<file path="src/rtl/muldiv_pkg.sv">
// Shared definitions for the sequential multiply/divide unit: op encodings and FSM states.
package muldiv_pkg;

  localparam logic [1:0] OP_MULT  = 2'b00;
  localparam logic [1:0] OP_MULTU = 2'b01;
  localparam logic [1:0] OP_DIV   = 2'b10;
  localparam logic [1:0] OP_DIVU  = 2'b11;

  typedef enum logic [1:0] {
    IDLE,
    RUN,
    DONE
  } state_t;

endpackage

</file>
<file path="src/rtl/booth_step.sv">
// One radix-2 Booth iteration on the {A, Q, q-1} product register.
module booth_step #(
  parameter int unsigned WIDTH = 32
) (
  input  logic [2*WIDTH+3:0] prod,
  input  logic [WIDTH:0]     m,
  output logic [2*WIDTH+3:0] prod_next
);

  localparam int unsigned AW = WIDTH + 2;

  logic [AW-1:0]      acc;
  logic [AW-1:0]      m_ext;
  logic [2*WIDTH+3:0] sum;

  always_comb begin
    m_ext = {m[WIDTH], m};
    case (prod[1:0])
      2'b01:   acc = prod[2*WIDTH+3 -: AW] + m_ext;
      2'b10:   acc = prod[2*WIDTH+3 -: AW] - m_ext;
      default: acc = prod[2*WIDTH+3 -: AW];
    endcase
    sum       = {acc, prod[WIDTH+1:0]};
    prod_next = {sum[2*WIDTH+3], sum[2*WIDTH+3:1]};
  end

endmodule

</file>
<file path="src/rtl/muldiv_seq.sv">
// Sequential Booth multiplier / restoring divider with fixed WIDTH+2 cycle latency.
// Define MULDIV_DIV_EN to build the divider; otherwise DIV/DIVU complete at once with err.
module muldiv_seq
  import muldiv_pkg::*;
#(
  parameter int unsigned WIDTH = 32
) (
  input  logic             clk,
  input  logic             reset,
  input  logic             start,
  input  logic [1:0]       op,
  input  logic [WIDTH-1:0] a,
  input  logic [WIDTH-1:0] b,
  output logic             busy,
  output logic             done,
  output logic             div_zero,
  output logic             err,
  output logic [WIDTH-1:0] hi,
  output logic [WIDTH-1:0] lo
);

  localparam int unsigned PW = 2 * WIDTH + 4;
  localparam int unsigned CW = $clog2(WIDTH + 1);

  state_t           state;
  logic [CW-1:0]    cnt;
  logic [WIDTH:0]   m_q;
  logic [PW-1:0]    prod_q;
  logic [PW-1:0]    prod_nxt;
  logic             mul_signed;
  logic [WIDTH:0]   a_ext;
  logic [WIDTH:0]   b_ext;
  logic             cap_dz;
  logic             cap_err;
  logic [WIDTH-1:0] res_hi;
  logic [WIDTH-1:0] res_lo;

  booth_step #(
    .WIDTH(WIDTH)
  ) u_booth_step (
    .prod     (prod_q),
    .m        (m_q),
    .prod_next(prod_nxt)
  );

`ifdef MULDIV_DIV_EN
  logic [1:0]       op_q;
  logic [WIDTH-1:0] rem_q, rem_nxt;
  logic [WIDTH-1:0] quo_q, quo_nxt;
  logic [WIDTH-1:0] dvs_q;
  logic             neg_q_q, neg_r_q;
  logic [WIDTH:0]   rem_sh, diff;
  logic             div_signed, a_neg, b_neg;
  logic [WIDTH-1:0] a_mag, b_mag;

  always_comb begin
    div_signed = (op == OP_DIV);
    a_neg      = div_signed & a[WIDTH-1];
    b_neg      = div_signed & b[WIDTH-1];
    a_mag      = a_neg ? -a : a;
    b_mag      = b_neg ? -b : b;
    // Remainder stays below the divisor, so the non-restored value fits WIDTH bits.
    rem_sh     = {rem_q, quo_q[WIDTH-1]};
    diff       = rem_sh - {1'b0, dvs_q};
    if (diff[WIDTH]) begin
      rem_nxt = rem_sh[WIDTH-1:0];
      quo_nxt = {quo_q[WIDTH-2:0], 1'b0};
    end else begin
      rem_nxt = diff[WIDTH-1:0];
      quo_nxt = {quo_q[WIDTH-2:0], 1'b1};
    end
  end
`endif

  always_comb begin
    mul_signed = (op == OP_MULT);
    a_ext      = {mul_signed & a[WIDTH-1], a};
    b_ext      = {mul_signed & b[WIDTH-1], b};
    cap_dz     = 1'b0;
    cap_err    = 1'b0;
    res_hi     = prod_nxt[2*WIDTH:WIDTH+1];
    res_lo     = prod_nxt[WIDTH:1];
`ifdef MULDIV_DIV_EN
    cap_dz     = op[1] && (b == '0);
    // Final RUN cycle of a divide is the sign-fix cycle.
    if (op_q[1]) begin
      res_hi = neg_r_q ? -rem_q : rem_q;
      res_lo = neg_q_q ? -quo_q : quo_q;
    end
`else
    cap_err    = op[1];
`endif
  end

  always_ff @(posedge clk or negedge reset) begin
    if (!reset) begin
      state    <= IDLE;
      cnt      <= '0;
      m_q      <= '0;
      prod_q   <= '0;
      busy     <= 1'b0;
      done     <= 1'b0;
      div_zero <= 1'b0;
      err      <= 1'b0;
      hi       <= '0;
      lo       <= '0;
`ifdef MULDIV_DIV_EN
      op_q     <= OP_MULT;
      rem_q    <= '0;
      quo_q    <= '0;
      dvs_q    <= '0;
      neg_q_q  <= 1'b0;
      neg_r_q  <= 1'b0;
`endif
    end else begin
      done     <= 1'b0;
      div_zero <= 1'b0;
      err      <= 1'b0;
      unique case (state)
        IDLE: begin
          if (start) begin
            busy   <= 1'b1;
            cnt    <= CW'(WIDTH);
            m_q    <= a_ext;
            prod_q <= {{(WIDTH + 2){1'b0}}, b_ext, 1'b0};
`ifdef MULDIV_DIV_EN
            op_q    <= op;
            rem_q   <= '0;
            quo_q   <= a_mag;
            dvs_q   <= b_mag;
            neg_q_q <= a_neg ^ b_neg;
            neg_r_q <= a_neg;
`endif
            if (cap_dz || cap_err) begin
              state    <= DONE;
              done     <= 1'b1;
              div_zero <= cap_dz;
              err      <= cap_err;
            end else begin
              state <= RUN;
            end
          end
        end
        RUN: begin
          prod_q <= prod_nxt;
`ifdef MULDIV_DIV_EN
          rem_q  <= rem_nxt;
          quo_q  <= quo_nxt;
`endif
          if (cnt == '0) begin
            state <= DONE;
            done  <= 1'b1;
            hi    <= res_hi;
            lo    <= res_lo;
          end else begin
            cnt <= cnt - 1'b1;
          end
        end
        DONE: begin
          state <= IDLE;
          busy  <= 1'b0;
        end
        default: state <= IDLE;
      endcase
    end
  end

endmodule

</file>
<file path="config.mk">
export PLATFORM = sky130hd
export DESIGN_NAME = muldiv_seq
export DESIGN_NICKNAME = d
export VERILOG_FILES = /design/src/rtl/muldiv_pkg.sv /design/src/rtl/booth_step.sv /design/src/rtl/muldiv_seq.sv
export SDC_FILE = /design/constraint.sdc
export NUM_CORES = 1
export LEC_CHECK = 0
export ABC_AREA = 1
export CAP_MARGIN = 20
export CELL_PAD_IN_SITES_DETAIL_PLACEMENT = 1
export CELL_PAD_IN_SITES_GLOBAL_PLACEMENT = 2
export CORE_UTILIZATION = 34
export CTS_CLUSTER_SIZE = 24
export DETAILED_ROUTE_END_ITERATION = 8
export PLACE_DENSITY = 0.83
export REMOVE_ABC_BUFFERS = 1
export SYNTH_ARGS = -nofsm -noshare
export SYNTH_HDL_FRONTEND = slang
export SYNTH_SLANG_ARGS = --single-unit
</file>
<file path="constraint.sdc">
create_clock -name clk -period 6.5 [get_ports clk]
set_input_delay 1.3 -clock clk [delete_from_list [all_inputs] [get_ports clk]]
set_output_delay 1.3 -clock clk [all_outputs]
set_load 0.02 [all_outputs]
</file>
=== Word level (Yosys, flattened, before mapping) ===
Index checks and enable logic that the tools add are counted.

* $add $sub $neg: 3
* Multipliers: 0
* Divide/modulo/power cells: 0
* Magnitude comparators: 0
* Equal/unequal tests: 7
* Shift-type cells: 0
* Multiplexer cells: 17
* Bitwise logic cells: 2
* Reductions and logical operators: 11

{| class="wikitable"
|+ Operator list
! kind !! number
|-
| $pmux W68 S2 || 1
|-
| $mux W68 || 1
|-
| $pmux W34 S2 || 1
|-
| $add A34 B34 Y34 || 1
|-
| $sub A34 B34 Y34 || 1
|-
| $mux W6 || 2
|-
| $pmux W6 S2 || 1
|-
| $reduce_and A2 Y1 || 5
|-
| $logic_not A6 Y1 || 1
|-
| $mux W2 || 3
|-
| $ne A2 B2 Y1 const B || 3
|-
| $sub A6 B1 Y6 const B || 1
|-
| $mux W1 || 5
|-
| $eq A2 B1 Y1 const B || 2
|-
| $eq A2 B2 Y1 const B || 2
|-
| $logic_not A2 Y1 || 2
|-
| $pmux W1 S2 || 2
|-
| $pmux W2 S2 || 1
|-
| $reduce_bool A2 Y1 || 2
|-
| $reduce_and A3 Y1 || 1
|-
| $and A1 B1 Y1 || 2
|}

* Flip-flop bits (word level): 176
* Latch bits: 0
* RAM bits: 0
* ROM bits: 0
* Input port bits: 69
* Output and inout bits: 68
* Logic and storage cells: 49
* Memories kept: 0

=== Logic depth before layout (Yosys ltp) ===
Gate-level depths: netlist of the first run.

* Depth in word-level cells: 4
* Mapped depth: 25
* Gate-level depth less buffers: 25

=== Hierarchy ===
From an unflattened synthesis of the first run, not the netlist that was laid out.

* Cell total of the unflattened synthesis: 1,530
* Area, all modules: 10,900.5 um^2

{| class="wikitable"
|+ Modules (own cells, without submodules)
! module !! times used !! cells an instance !! area each (um^2) !! seq. area each (um^2)
|-
| muldiv_seq || 1 || 806 || 7,085.5 || 4,404.2
|-
| booth_step || 1 || 724 || 3,814.9 || 0.0
|}

=== Worst setup path after synthesis of the first run ===
Ideal clock, no wire load.

* Kind: reg-to-reg
* Start point: register m_q[0]
* End point: register hi[31]
* Setup time: 0.118 ns
* Data arrival time: 2.582 ns
* Required time: 6.382 ns
* Setup slack: 3.800 ns
* Stages on the path, launching flop included: 26
* Buffers on the path: 0
* Period minus slack after synthesis: 2.700 ns
* Path through: dfrtp_1 -> inv_1 -> ha_1 -> nand3_2 -> inv_2 -> nand2_1 -> nor2_2 -> nand2_1 -> nand2_2 -> nand2_2 -> a21oi_2 -> xnor2_1 -> inv_1 -> ha_1 -> nand2_1 -> inv_1 -> nand2_1 -> nand2_1 -> nand2_1 -> nand2_1 -> a21oi_1 -> nand2_1 -> nand2_1 -> nand3_2 -> nand3_1 -> nand2_1

* Word-level cells in the longest chain between the ends: 2
* Elaborated cells on any way between the ends: 3
* Classes of those cells: add/sub (2); mux (1)

{| class="wikitable"
|+ Ends and longest elaborated chain
! item !! RTL line !! RTL
|-
| start: declaration || muldiv_seq.sv:27 || <nowiki>logic [WIDTH:0] m_q;</nowiki>
|-
| start signal: assignment || muldiv_seq.sv:124 || <nowiki>m_q <= a_ext;</nowiki>
|-
| $sub A34 B34 Y34 or $add A34 B34 Y34 (tied branches) || booth_step.sv:20, booth_step.sv:19 ||
|-
| $pmux W34 S2 * || booth_step.sv:18 || <nowiki>case (prod[1:0])</nowiki>
|-
| end signal: assignment || muldiv_seq.sv:153 || <nowiki>hi <= res_hi;</nowiki>
|-
| end: declaration || muldiv_seq.sv:18 || <nowiki>output logic [WIDTH-1:0] hi,</nowiki>
|}

Every way passes the cells marked *; elsewhere a longest branch is shown, timed or not.
A chain may end at the register's enable or synchronous reset.

=== Worst setup path in the final report of the first run ===
* Start point: register prod_q[1]
* End point: register prod_q[61]

* Word-level cells in the longest chain between the ends: 3
* Elaborated cells on any way between the ends: 4
* Classes of those cells: eq/ne (2); mux (2)

{| class="wikitable"
|+ Ends and longest elaborated chain
! item !! RTL line !! RTL
|-
| start: declaration || muldiv_seq.sv:28 || <nowiki>logic [PW-1:0] prod_q;</nowiki>
|-
| start signal: assignment || muldiv_seq.sv:125 || <nowiki>prod_q <= {{(WIDTH + 2){1'b0}}, b_ext, 1'b0};</nowiki>
|-
| start signal: assignment || muldiv_seq.sv:145 || <nowiki>prod_q <= prod_nxt;</nowiki>
|-
| $eq A2 B2 Y1 or $eq A2 B1 Y1 (tied branches) || booth_step.sv:18 ||
|-
| $pmux W34 S2 * || booth_step.sv:18 ||
|-
| $pmux W68 S2 * || muldiv_seq.sv:119 || <nowiki>unique case (state)</nowiki>
|}

Marked as above.

==> results of run 1 <==
==> area by class of cell <==
class | instances | area (um2)
repair buffers | 144 | 1423
well taps | 396 | 495.5
flip-flops and latches | 175 | 4379
multi-input cells | 1068 | 5346
inverters | 223 | 838.3
clock inverters | 15 | 173.9
clock buffers | 17 | 425.4
fillers | 3906 | 17830
==> worst max-delay path, delay by kind of cell (launching register included) <==
family	cells	cell delay, ps
flip-flops	1	390
adder cells (fa/ha/maj)	2	560
AND/OR/NAND/NOR	12	1030
AO/OA/AOI/OAI	2	540
buffers and inverters	3	810
XOR/XNOR	1	350
==> placed cells by master (no fill, tap or decap), types with 2 or more instances in the layout <==
master and count:
nand4_1 7, a31oi_1 3, o21ai_0 95, clkdlybuf4s50_1 134
o22ai_1 6, xor2_1 28, clkinv_8 2, nand3_1 83
inv_1 217, a221oi_1 12, o21bai_1 2, o221ai_1 2
inv_2 5, nand2_2 15, nand2_1 538, o211ai_1 23
a21oi_2 3, ha_1 36, nor2_4 5, nand3_2 12
clkbuf_16 17, clkinv_4 3, a21oi_1 26, o31ai_1 2
o21ai_1 13, dfrtp_1 175, nor2_2 8, xnor2_1 15
nor2_1 87, clkinvlp_4 3, nor3_1 17, inv_6 2
or2_2 16, mux2i_1 3, inv_8 4, buf_4 9
==> sequential cells by signal, indices dropped and copies added (netlist names) <==
name and flops:
busy 1, cnt 6, done 1, err 1, hi 32, lo 32
m_q 33, prod_q 67, state 2
==> final timing paths <==
check | slack (ps) | startpoint | to
max in group asynchronous | 4410 | reset | m_q[25]
worst max register to register | 2720 | prod_q[1] | prod_q[61]
min in group asynchronous | 880 | reset | lo[7]
worst min-delay path | 470 | cnt[3] | cnt[3]
worst min register to register | 470 | cnt[3] | cnt[3]
worst max-delay path | 2720 | prod_q[1] | prod_q[61]
==> metrics by stage <==
step,cells,utilization,hold WS [ps]
after floorplan,1466,-,437.4
after CTS,2038,0.4232,471.3
after global routing,2038,0.4232,500.4
after detailed placement,2006,0.4038,460.8
final,2038,0.4232,467.9
after global placement,2006,0.4038,447.9
==> kinds of logic after synthesis <==
logic type               count (synthesis)  synth area share
flip-flops                             175            0.4057
multiplexers                             3          0.002782
AND/OR/NAND/NOR                        795            0.3119
XOR/XNOR                                43           0.03489
buffers and inverters                  273           0.09899
AO/OA/AOI/OAI                          189            0.1018
other                                    1         0.0003474
adder cells (fa/ha/maj)                 37           0.04358
==> routing by layer <==
| layer | track usage | up-vias | share of wire |
|---|---|---|---|
| met2 | 0.3312 | 144 | 0.45 |
| met4 | 0.06462 | 0 | 0.015 |
| met3 | 0.02809 | 24 | 0.029 |
| li1 | - | 4976 | - |
| met5 | 0 | - | 0 |
| met1 | 0.2907 | 4654 | 0.50 |
==> results_dict.tcl, run 1 <==
set metrics [dict create \
    yosysWarnings 0 \
    boundaryPins 137 \
    die-area_um2 32460 \
    grt_pass1_vias 10050 \
    slew_headroom 0.3285 \
    root_buffer "clkbuf_16" \
    route.detailed.drc 0 \
    cts_buffer_depth 2 \
    antenna_found_initial 0 \
    layout-drive-gt1-share 0.06760 \
    path_cells "ha_1, buf_4, inv_1, o21ai_0, nand2_2, nor2_2, xor2_1, ha_1, nand2_1, inv_1, nand2_1, nand2_1, nand2_1, nand2_1, a21oi_1, nand2_1, nand2_1, nand3_2, nand3_1, nand2_1" \
    start_util 0.3492 \
    synthCells 1516 \
    dr.pass1.iters 5 \
    diodes 0 \
    cts_tree "done" \
    clkTransAtPathRegs_ps 70 \
    async_flop_share 1.000 \
    pre_cts_slack_ps 2227 \
    ctsHoldBuffers 0 \
    gp_congestion 0.8682 \
    worstRegToRegCells 20 \
    rsz0062_at_grt "false" \
    dpl_cell_area_um2 12480 \
    die-width_um 180.2 \
    insertion_delay_ps 460 \
    finalCriticalPeriod_ps 3782 \
    hold_depth 1 \
    drtIter0Drc 380 \
    synth-edff-count 0 \
    worst_pin_slew_ps 1007 \
    cts_resized 0 \
    coreArea_um2 30910 \
    min_path_type "register to register" \
    synthToLayoutAreaGrowth_pct 21.19 \
    skew_ps 13.68 \
    synth_top_area_frac 0.4057 \
    grt_pass1_wl_mm 53.43 \
    maxCapViolCount 0 \
    syn_avg_cell_area_um2 7.120 \
    required_ps 6840 \
    grt_max_degree 93 \
    ys_ff_latch 175 \
    criticalPathCategory "register to register" \
    status "finished, final reports clean" \
    nets 1735 \
    synth_cell_type_count 44 \
    synth_area_leader_cell "dfrtp_1" \
    stdcell_area_um2 13080 \
    end_kind "register" \
    cts.sinks 175 \
    htreeDepth 4 \
    placementRows 64 \
    dieHeight_um 180.2 \
    grt_usage 0.2076 \
    setup_viol 0 \
    cts_buffers 17 \
    cpMaxStageDelayCell "inv_1" \
    setup_ws_ps 2718 \
    max_freq_ghz 0.2644 \
    cts_setup_buffers 0 \
    startpoint_type "register" \
    vias 9798 \
    final_max_slew_viol_count 0 \
    setup-tns-final_ps 0 \
    viasPerCell 4.808 \
    ys_top_cells_by_area "dfrtp_1 (41%), nand2_1 (19%), inv_1 (7.5%), o21ai_0 (4.4%), ha_1 (4.2%)" \
    netlist_area_um2 10790 \
    crit_fanout 23 \
    worstPathArrival_ps 4130 \
    wl_mm 31.97 \
    synth_ff_type "dfrtp_1" \
    synthTopCellsByCount "nand2_1 (538), inv_1 (217), dfrtp_1 (175)" \
    dp_hpwl_mm 24.02 \
    cpMostUsedCell "nand2_1" \
    grt_overflow 0 \
    slowest_delay_ps 560 \
    post-route-period-util 0.5819 \
    wl_per_cell_um 15.69 \
    portBuffers 135 \
    ant_nets 0 \
    synth_most_common_cell "nand2_1" \
    hold_violations 0 \
    ys_seq_area_frac 0.4057 \
]
Power of run 1 is left out: the tool's default activity adds up to more than one toggle a clock period on the data nets, which glitch-free logic cannot reach.
==> run 2: changes to the inputs <==
--- a/config.mk
+++ b/config.mk
@@ -9,10 +9,10 @@
 export CAP_MARGIN = 20
 export CELL_PAD_IN_SITES_DETAIL_PLACEMENT = 1
 export CELL_PAD_IN_SITES_GLOBAL_PLACEMENT = 2
-export CORE_UTILIZATION = 34
+export CORE_UTILIZATION = 32
 export CTS_CLUSTER_SIZE = 24
 export DETAILED_ROUTE_END_ITERATION = 8
-export PLACE_DENSITY = 0.83
+export PLACE_DENSITY = 0.78
 export REMOVE_ABC_BUFFERS = 1
 export SYNTH_ARGS = -nofsm -noshare
 export SYNTH_HDL_FRONTEND = slang
==> constraint.sdc (replaced) <==
create_clock -name clk -period 3.7 [get_ports clk]
set_input_delay 0.74 -clock clk [delete_from_list [all_inputs] [get_ports clk]]
set_output_delay 0.74 -clock clk [all_outputs]
set_load 0.02 [all_outputs]
==> results_dict.tcl, run 2 (same netlist as run 1, synthesis figures left out) <==
set metrics [dict create \
    ant_nets 0 \
    diodes 0 \
    drtIter0Drc 361 \
    final_max_slew_viol_count 0 \
    die-area_um2 34470 \
    slew_headroom 0.3413 \
    worstPathArrival_ps 3690 \
    vias 9810 \
    nets 1743 \
    largest_reg_flops 67 \
    wl_mm 33.93 \
    route.detailed.drc 0 \
    pre_cts_slack_ps 212.3 \
    start_util 0.3284 \
    dieHeight_um 185.7 \
    status "finished, final reports clean" \
    largestRegisters "prod_q x67, m_q x33" \
    cts_buffers 17 \
    end_kind "register" \
    cts.sinks 175 \
    dp_hpwl_mm 25.60 \
    gp_congestion 0.8667 \
    rsz0062_at_grt "false" \
    largest-register "prod_q" \
    startpoint_type "register" \
    hold_violations 0 \
    crit_fanout 4 \
    min_path_type "input port to async pin" \
    skew_ps 14.15 \
    final_common_cell "nand2_1" \
    insertion_delay_ps 460 \
    viasPerCell 4.692 \
    max_freq_ghz 0.2990 \
    cts_tree "done" \
    htreeDepth 4 \
    coreArea_um2 32870 \
    antenna_found_initial 0 \
    cts_buffer_depth 2 \
    setup_ws_ps 355.3 \
    finalCriticalPeriod_ps 3345 \
    dr.pass1.iters 6 \
    criticalPathCategory "register to register" \
    required_ps 4040 \
    grt_pass1_vias 10010 \
    die-width_um 185.7 \
    maxCapViolCount 0 \
    setup-tns-final_ps 0 \
    layout-drive-gt1-share 0.07641 \
    grt_max_degree 101 \
    placementRows 66 \
    worst_pin_slew_ps 986.9 \
    wl_per_cell_um 16.23 \
    setup_viol 0 \
    root_buffer "clkbuf_16" \
    grt_overflow 0 \
    synthToLayoutAreaGrowth_pct 22.64 \
    grt_pass1_wl_mm 54.22 \
    layout_common_cells "nand2_1 (537), inv_1 (217), dfrtp_1 (175)" \
    post-route-period-util 0.9040 \
    boundaryPins 137 \
    clkTransAtPathRegs_ps 70 \
    portBuffers 135 \
    grt_usage 0.2049 \
]
[run 2: cell count changes in the layout (fill, tap and decap cells not counted), sizes merged]
cell      before  now
buf            9   17
clkinv         6    5
clkinvlp       3    2
inv          228  229
[run 2: critical path, cell delays in order, from the launching register on]
cell,delay (ps)
dfrtp_1,380
inv_1,140
ha_1,200
nand3_2,120
inv_2,100
nand2_1,80
nor2_2,140
nand2_1,110
o21ai_0,220
xor2_1,360
ha_1,350
nand2_1,120
nor2_1,90
nand2_1,90
nand2_1,90
a21oi_1,240
nand2_1,90
nand2_1,70
nand3_2,90
nand3_1,100
nand2_1,60
[run 2: cell type report]
| type | count | area [um2] |
|---|---|---|
| Fill cell | 4134 | 19630 |
| Clock inverter | 14 | 151.4 |
| Timing Repair Buffer | 152 | 1508 |
| Clock buffer | 17 | 425.4 |
| Sequential cell | 175 | 4379 |
| Multi-Input combinational cell | 1068 | 5383 |
| Inverter | 223 | 838.3 |
| Tap cell | 442 | 553.0 |
[run 2: worst paths after layout]
| path | start | end | slack [ps] | cells past startpoint |
|---|---|---|---|---|
| worst max-delay path | m_q[0] | prod_q[61] | 360 | 20 |
| worst min-delay path | reset | lo[7] | 190 | 1 |
| worst max register to register | m_q[0] | prod_q[61] | 360 | 20 |
| worst min register to register | cnt[3] | cnt[3] | 480 | 1 |
| max in group asynchronous | reset | m_q[23] | 2590 | 2 |
| min in group clk | cnt[3] | cnt[3] | 480 | 1 |
[run 2: per-stage QoR]
step | hold WS [ps] | instances | cell area, um2 | util
after detailed placement | 465.8 | 2060 | 12620 | 0.3841
after global placement | 448.1 | 2060 | 12620 | 0.3841
after global routing | 195.6 | 2091 | 13240 | 0.4028
after CTS | 177.2 | 2091 | 13200 | 0.4017
after floorplan | 437.4 | 1466 | 10560 | -
final | 187.8 | 2091 | 13240 | 0.4028
[run 2: timing repair]
item	CTS	global route
gates resized for setup	0	9
buffers inserted	0	0
hold buffers	0	0
setup endpoints to repair	0	6
[run 2: routing by layer]
metal | vias up | track usage | wire [um]
met5 | - | 0 | 0
met4 | 0 | 0.06066 | 613
met3 | 31 | 0.02935 | 916
met2 | 142 | 0.3285 | 15190
met1 | 4653 | 0.2848 | 17210
li1 | 4984 | - | -
Power of run 2 is left out for the same reason.
